`config.mk`:
```
export PLATFORM = sky130hd
export DESIGN_NAME = ula_seq_param
export DESIGN_NICKNAME = d
export VERILOG_FILES = /design/src/rtl/ula_seq_param_pkg.sv /design/src/rtl/ula_seq_comb.sv /design/src/rtl/ula_seq_param.sv
export SDC_FILE = /design/constraint.sdc
export NUM_CORES = 1
export LEC_CHECK = 0
export CAP_MARGIN = 20
export CELL_PAD_IN_SITES_DETAIL_PLACEMENT = 0
export CELL_PAD_IN_SITES_GLOBAL_PLACEMENT = 1
export CORE_UTILIZATION = 43
export CTS_CLUSTER_DIAMETER = 150
export DETAILED_ROUTE_END_ITERATION = 10
export PLACE_DENSITY = 0.8
export SYNTH_ARGS = -nofsm -noshare
export SYNTH_HDL_FRONTEND = slang
export SYNTH_SLANG_ARGS = --single-unit
```
`constraint.sdc`:
```
create_clock -name clk -period 3 [get_ports clk]
set_clock_uncertainty 0.05 [all_clocks]
set_input_delay 0.3 -clock clk [delete_from_list [all_inputs] [get_ports clk]]
set_output_delay 0.3 -clock clk [all_outputs]
set_load 0.1 [all_outputs]
```
`src/rtl/ula_seq_param_pkg.sv`:
```
// Shared opcodes and FSM state encoding for the sequential ULA.
// Latency: none (definitions only).
// Backpressure: not applicable.
package ula_seq_param_pkg;

  localparam logic [2:0] OP_AND  = 3'b000;
  localparam logic [2:0] OP_OR   = 3'b001;
  localparam logic [2:0] OP_NOTA = 3'b010;
  localparam logic [2:0] OP_NAND = 3'b011;
  localparam logic [2:0] OP_ADD  = 3'b100;
  localparam logic [2:0] OP_SUB  = 3'b101;
  localparam logic [2:0] OP_LSL  = 3'b110;
  localparam logic [2:0] OP_LSR  = 3'b111;

  typedef enum logic [1:0] {
    S_IDLE  = 2'd0,
    S_EXEC  = 2'd1,
    S_SHIFT = 2'd2
  } state_t;

endpackage

```
`src/rtl/ula_seq_comb.sv`:
```
// Combinational logic/arithmetic unit for opcodes 000-101 (shifts handled by the caller).
// Latency: purely combinational.
// Backpressure: none; the caller samples the outputs when it needs them.
module ula_seq_comb #(
  parameter int WIDTH = 8
) (
  input  logic [WIDTH-1:0] a,
  input  logic [WIDTH-1:0] b,
  input  logic [2:0]       op,
  output logic [WIDTH-1:0] result,
  output logic             carry,
  output logic             ovf
);
  import ula_seq_param_pkg::*;

  logic [WIDTH:0] sum;
  logic [WIDTH:0] diff;

  // Extended by one bit so the top bit is carry (ADD) or borrow (SUB).
  assign sum  = {1'b0, a} + {1'b0, b};
  assign diff = {1'b0, a} - {1'b0, b};

  // Opcode decode; shift opcodes fall through to zero since they never reach here.
  always_comb begin
    result = '0;
    carry  = 1'b0;
    ovf    = 1'b0;
    case (op)
      OP_AND:  result = a & b;
      OP_OR:   result = a | b;
      OP_NOTA: result = ~a;
      OP_NAND: result = ~(a & b);
      OP_ADD: begin
        result = sum[WIDTH-1:0];
        carry  = sum[WIDTH];
        ovf    = (a[WIDTH-1] == b[WIDTH-1]) && (sum[WIDTH-1] != a[WIDTH-1]);
      end
      OP_SUB: begin
        result = diff[WIDTH-1:0];
        carry  = diff[WIDTH];
        ovf    = (a[WIDTH-1] != b[WIDTH-1]) && (diff[WIDTH-1] != a[WIDTH-1]);
      end
      default: begin
        result = '0;
        carry  = 1'b0;
        ovf    = 1'b0;
      end
    endcase
  end

endmodule

```
`src/rtl/ula_seq_param.sv`:
```
// Sequential ULA: registered logic/arith ops plus iterative one-bit-per-clock shifts.
// Latency: 1 cycle for logic/arith, 1+min(B,SHIFT_MAX) cycles for LSL/LSR.
// Backpressure: start_in is dropped (not queued) while busy or in the done cycle.
module ula_seq_param #(
  parameter int WIDTH     = 8,
  parameter int SHIFT_MAX = WIDTH
) (
  input  logic             clk,
  input  logic             rst_n,
  input  logic             start_in,
  input  logic [WIDTH-1:0] a_in,
  input  logic [WIDTH-1:0] b_in,
  input  logic [2:0]       op_sel,
  output logic             busy_out,
  output logic             done_out,
  output logic [WIDTH-1:0] resultado_out,
  output logic             carry_out,
  output logic             zero_out,
  output logic             neg_out,
  output logic             ovf_out
);
  import ula_seq_param_pkg::*;

  localparam int CW = $clog2(SHIFT_MAX + 1);

  state_t           state;
  state_t           state_d;
  logic [WIDTH-1:0] a_q;
  logic [WIDTH-1:0] b_q;
  logic [2:0]       op_q;
  logic [WIDTH-1:0] work;
  logic [CW-1:0]    cnt;
  logic [CW-1:0]    cnt_init;
  logic             carry_work;
  logic             accept;
  logic             exec_fin;
  logic             shift_fin;
  logic             shift_step;
  logic [WIDTH-1:0] alu_res;
  logic             alu_carry;
  logic             alu_ovf;

  ula_seq_comb #(.WIDTH(WIDTH)) u_comb (
    .a      (a_q),
    .b      (b_q),
    .op     (op_q),
    .result (alu_res),
    .carry  (alu_carry),
    .ovf    (alu_ovf)
  );

  // Saturate the requested shift amount to SHIFT_MAX.
  always_comb begin
    cnt_init = CW'(SHIFT_MAX);
    if (b_in <= WIDTH'(SHIFT_MAX)) begin
      cnt_init = CW'(b_in);
    end
  end

  // Next-state and control strobes; start is refused in the done cycle.
  always_comb begin
    state_d    = state;
    accept     = 1'b0;
    exec_fin   = 1'b0;
    shift_fin  = 1'b0;
    shift_step = 1'b0;
    case (state)
      S_IDLE: begin
        if (start_in && !done_out) begin
          accept  = 1'b1;
          state_d = (op_sel == OP_LSL || op_sel == OP_LSR) ? S_SHIFT : S_EXEC;
        end
      end
      S_EXEC: begin
        exec_fin = 1'b1;
        state_d  = S_IDLE;
      end
      S_SHIFT: begin
        if (cnt == '0) begin
          shift_fin = 1'b1;
          state_d   = S_IDLE;
        end else begin
          shift_step = 1'b1;
        end
      end
      default: state_d = S_IDLE;
    endcase
  end

  // State register.
  always_ff @(posedge clk or negedge rst_n) begin
    if (!rst_n) begin
      state <= S_IDLE;
    end else begin
      state <= state_d;
    end
  end

  // Operand latches and the iterative shifter working registers.
  always_ff @(posedge clk or negedge rst_n) begin
    if (!rst_n) begin
      a_q        <= '0;
      b_q        <= '0;
      op_q       <= OP_AND;
      work       <= '0;
      cnt        <= '0;
      carry_work <= 1'b0;
    end else if (accept) begin
      a_q        <= a_in;
      b_q        <= b_in;
      op_q       <= op_sel;
      work       <= a_in;
      cnt        <= cnt_init;
      carry_work <= 1'b0;
    end else if (shift_step) begin
      if (op_q == OP_LSL) begin
        carry_work <= work[WIDTH-1];
        work       <= {work[WIDTH-2:0], 1'b0};
      end else begin
        carry_work <= work[0];
        work       <= {1'b0, work[WIDTH-1:1]};
      end
      cnt <= cnt - CW'(1);
    end
  end

  // Result/flag registers; they hold between done pulses.
  always_ff @(posedge clk or negedge rst_n) begin
    if (!rst_n) begin
      done_out      <= 1'b0;
      resultado_out <= '0;
      carry_out     <= 1'b0;
      zero_out      <= 1'b0;
      neg_out       <= 1'b0;
      ovf_out       <= 1'b0;
    end else begin
      done_out <= exec_fin | shift_fin;
      if (exec_fin) begin
        resultado_out <= alu_res;
        carry_out     <= alu_carry;
        zero_out      <= (alu_res == '0);
        neg_out       <= alu_res[WIDTH-1];
        ovf_out       <= alu_ovf;
      end else if (shift_fin) begin
        resultado_out <= work;
        carry_out     <= carry_work;
        zero_out      <= (work == '0);
        neg_out       <= work[WIDTH-1];
        ovf_out       <= 1'b0;
      end
    end
  end

  assign busy_out = (state != S_IDLE);

endmodule
```
Word level (Yosys, flattened, before mapping)
Index checks and enable logic that the tools add are counted.
- bits in registers: 47
- input bits: 22
- output and inout port bits: 14
- logic and storage cells: 85
- add/subtract/negate cells: 3
- magnitude comparators: 1
- eq/ne operators: 16
- muxes and demuxes: 33
- bitwise operators: 5
- reduce and logical (&&, ||, !) cells: 14
- operator list (kind ; number):
    $pmux W8 S6 ; 1
    $mux W8 ; 5
    $mux W1 ; 18
    $logic_not A8 Y1 ; 2
    $not A8 Y8 ; 2
    $eq A3 B3 Y1 const B ; 5
    $mux W4 ; 3
    $add A8 B8 Y9 ; 1
    $sub A8 B8 Y9 ; 1
    $and A8 B8 Y8 ; 1
    $le A8 B4 Y1 const B ; 1
    $or A8 B8 Y8 ; 1
    $eq A3 B2 Y1 const B ; 2
    $mux W2 ; 3
    $reduce_bool A2 Y1 ; 3
    $logic_not A4 Y1 ; 1
    $ne A2 B2 Y1 const B ; 2
    $pmux W1 S2 ; 2
    $pmux W2 S2 ; 1
    $sub A4 B1 Y4 const B ; 1
    $eq A3 B1 Y1 const B ; 1
    $logic_and A1 B1 Y1 ; 3
    $logic_not A3 Y1 ; 1
    $ne A1 B1 Y1 ; 3
    other kinds (8) ; 8

Longest topological paths before layout
- depth in word-level cells: 5
- mapped depth: 9
- depth with buffers taken out: 9

Cells and area by module
A second synthesis with hierarchy kept.
- cells, all modules: 404
- area, all modules: 3472.1 µm²
- by module, submodules not included (module ; instances ; cells an instance ; area each (µm²) ; sequential area each (µm²)):
    ula_seq_param ; 1 ; 233 ; 2239.6 ; 1151.1
    ula_seq_comb ; 1 ; 171 ; 1232.4 ; 0.0

Worst setup path before layout
OpenSTA, ideal clock, no wires.
- path kind: flip-flop to flip-flop
- start point: register a_q[2]
- end point: register zero_out
- setup time: 120 ps
- data arrival time: 2079 ps
- data required time: 2830 ps
- slack: 751 ps
- stages on the path, launching flop included: 10
- buffers on the path: 1
- period minus slack after synthesis: 2249 ps
- cells stage by stage: dfrtp_1 -> inv_1 -> ha_1 -> buf_4 -> a21oi_1 -> a211oi_1 -> a2111oi_4 -> a2111oi_4 -> a311oi_2 -> a41o_1
- word-level cells in the longest chain between the ends: 5
- elaborated cells between the ends (all ways): 9
- classes of those cells: 2 x add/sub; 2 x mux; 4 x bitwise; 1 x reduce/logical
- RTL lines (what ; RTL line ; source):
    start: declaration ; ula_seq_param.sv:28 ; logic [WIDTH-1:0] a_q;
    start signal: assignment ; ula_seq_param.sv:109 ; a_q <= a_in;
    parallel branches: the longest is 2 deep, another holds $sub A8 B8 Y9 ; - ;
    $pmux W8 S6 (*) ; ula_seq_comb.sv:28 ; case (op)
    $logic_not A8 Y1 (*) ; ula_seq_param.sv:141 ; zero_out <= (alu_res == '0);
    $mux W1 (*) ; ula_seq_param.sv:138 ; if (exec_fin) begin
    end signal: assignment ; ula_seq_param.sv:141 ;
    end signal: assignment ; ula_seq_param.sv:147 ; zero_out <= (work == '0);
    end: declaration ; ula_seq_param.sv:18 ; output logic zero_out,
Every way passes the cells marked *.
A chain may end at the register's enable or synchronous reset.

Final worst setup path
Same ends and word-level chain as after synthesis.

==> results.md <==
- Top FF cell, synth: dfrtp_1
- Crit path max-delay family: compound AO/OA/AOI/OAI gates
- Hold crit path type: input port to async pin
- Max Buffers Root-to-Sink: 2
- Total CTS buffers: 5
- N_diodes: 0
- DRC viols: 0
- Routed WL: 8.64 mm
- EDFF count, synth: 0
- Mapped Cells: 374
- Row Count: 31
- Die Span Y: 89.5 µm
- Clk slew on worst S/H paths: 0.09 ns
- CTS HTree Levels: 2
- Initial Util: 44.9%
- Post-synth ARST share: 100%
- Share of cells above drive strength 1: 11.6%
- Unrepaired setup endpoints after global routing: false
- DPL Wire Length: 6.61 mm
- Reg-to-reg endpoint: zero_out
- Placed inst area: 3710 µm²
- Largest net degree at the start of global routing: 32
- Final Hold Fails: 0
- Reg2Reg Depth: 8
- Most frequent cells in the layout: nand2_1, dfrtp_1, o21ai_0
- Register area share after synthesis: 35.0%
- Gpl congestion: 0.963
- Via Count: 2870
- I/O Buffers: 35
- Synth Area per Inst: 8.81 µm²
- Worst Path Buf+Inv: 1
- CP max-delay cell: a211oi_1
- Crit path launch type: flop
- CTS Hold Bufs: 0
- Reg2reg setup slack: 0.43 ns
- Final Slew Violations: 0
- Synthesized area: 3290 µm²
- Cts repair resizes: 0
- CP Cell Sequence: inv_1 -> ha_1 -> a21oi_1 -> a211oi_1 -> a2111oi_4 -> a2111oi_4 -> a311oi_2 -> a41o_1
- Crit end category: flop
- Status: complete, no violations
- Synth area leaders: dfrtp_1, ha_1, nand2_1
- Post-CTS setup buffer count: 0
- Share of the synthesized area in the top cell type: 35.0%
- TritonCTS clock tree: yes
- CP Data Arrival Time: 2.72 ns
- Cell area after layout: 3780 µm²
- Max-Cap Viols: 0
- Final setup fails: 0
- Rel. slew slack: 50.2%
- Critical path fanouts, max: 8
- Layout Area Growth over Synthesis: 14.9%
- Worst Setup Path Type: flop to flop
- Io pins: 36
- Die area: 8010 µm²
- Initial antenna violation count: 0
- Synth unique cells: 55
- DRT Pass-1 Iters: 5
- Routed length per instance: 17.1 µm
- Vias/cell: 5.69
- Number of routed nets with antenna violations: 0
- Core area: 7330 µm²
- CP max stage delay: 0.55 ns
- Most common cell after layout, fill and taps aside: nand2_1
- Vias in the first global route: 2582
- Register bit total from synthesis: 46
- Cell mode on critical path: a2111oi_4
- Tightest Pin Transition: 0.747 ns
- Final period util: 85.8%
- Yosys Warn Count: 0
- CP required: 3.14 ns
- GRT Overall Usage: 22.8%
- Global-route wire length before repair: 13.5 mm
- Nets@finish: 454
- Clk sink count: 46
- Syn_nets: 423
- Latest clock arrival within the worst-skew pair: 0.29 ns
- CTS root buffer: clkbuf_8
- Overflow after GRT: 0
- Die Span X: 89.5 µm
- Placed Instances: 497
- Initial DRC count: 163
- Non-Filler Instances: 504
- Setup tns final: 0 ns
- Fmax: 388 MHz
- Synth area leader: dfrtp_1
- Worst R2R Start: a_q[2]
- Min Tclk post-route: 2.57 ns
-- worst max path at each step --
stage	startpoint	end	slack (ns)	cells past startpoint
6_report	a_q[2]	zero_out	0.43	8
5_1_grt	a_q[0]	zero_out	0.26	8
4_1_cts	a_q[0]	zero_out	0.46	8
3_5_place_dp	a_q[2]	zero_out	0.48	8
3_3_place_gp	a_q[5]	zero_out	0.49	8
2_1_floorplan	a_q[2]	zero_out	0.75	9
-- kinds of logic (layout without fill, tap and decap cells) --
kind of cell / after synthesis / after routing / share of synthesized area, %
muxes: 17 / 17 / 5.21
xor gates and xnor gates: 5 / 5 / 1.33
adders and majority gates: 27 / 27 / 10.7
and+or+nand+nor: 119 / 119 / 17.6
AOI/OAI and AO/OA: 114 / 114 / 24.3
buffers and inverters: 46 / 77 / 5.85
DFF: 46 / 46 / 35.0
-- stage by stage --
step / worst slack (ns) / hold WS (ns) / utilization, %
finish: 0.426 / 0.00604 / 51.6
global route: 0.261 / 0.0534 / 51.6
CTS: 0.458 / 0.0375 / 51.6
detailed placement: 0.479 / 0.368 / 50.6
global placement: 0.491 / 0.359 / 50.6
floorplan: 0.751 / -0.0456 / -
-- cell usage after synthesis (2+ instances only) --
cell,count
nand2_1,50
dfrtp_1,46
o21ai_0,32
ha_1,25
inv_1,24
a21oi_1,22
mux2i_1,16
nor2_1,15
o211ai_1,11
clkbuf_1,10
nand3_1,10
nand2b_1,9
buf_2,7
nor2b_1,7
nor4_1,7
a211oi_1,6
a22oi_1,5
nor3_1,5
or2_2,5
a21boi_0,4
a31oi_1,4
xnor2_1,4
a211o_1,3
buf_4,3
o21bai_1,3
o221ai_1,3
a2111oi_4,2
a41o_1,2
and3_1,2
fa_1,2
o21ba_2,2
o2bb2ai_1,2
o311a_1,2
or3_1,2
or3b_2,2
-- layout make-up --
| cell class | instances | area [µm²] |
|---|---|---|
| Clock inverter | 2 | 10.0 |
| Multi-Input combinational cell | 282 | 1960 |
| Fill cell | 689 | 3550 |
| Timing Repair Buffer | 44 | 378 |
| Sequential cell | 46 | 1150 |
| Tap cell | 99 | 124 |
| Inverter | 26 | 97.6 |
| Clock buffer | 5 | 68.8 |
-- flip-flops by register name, indices dropped and copies added, names as in the netlist --
register,count
a_q,8
b_q,8
carry_out,1
carry_work,1
cnt,4
done_out,1
op_q,3
ovf_out,1
resultado_out,8
state,2
work,8
zero_out,1
-- routing by layer --
layer,part of all wire (%),track usage (%)
met1,47,32.6
met2,48,36.9
met3,4.2,2.86
met4,0.75,5.05
met5,0,0
Power is not shown: default switching activity piles up to over one toggle a cycle in this logic, so the estimate is an artifact.
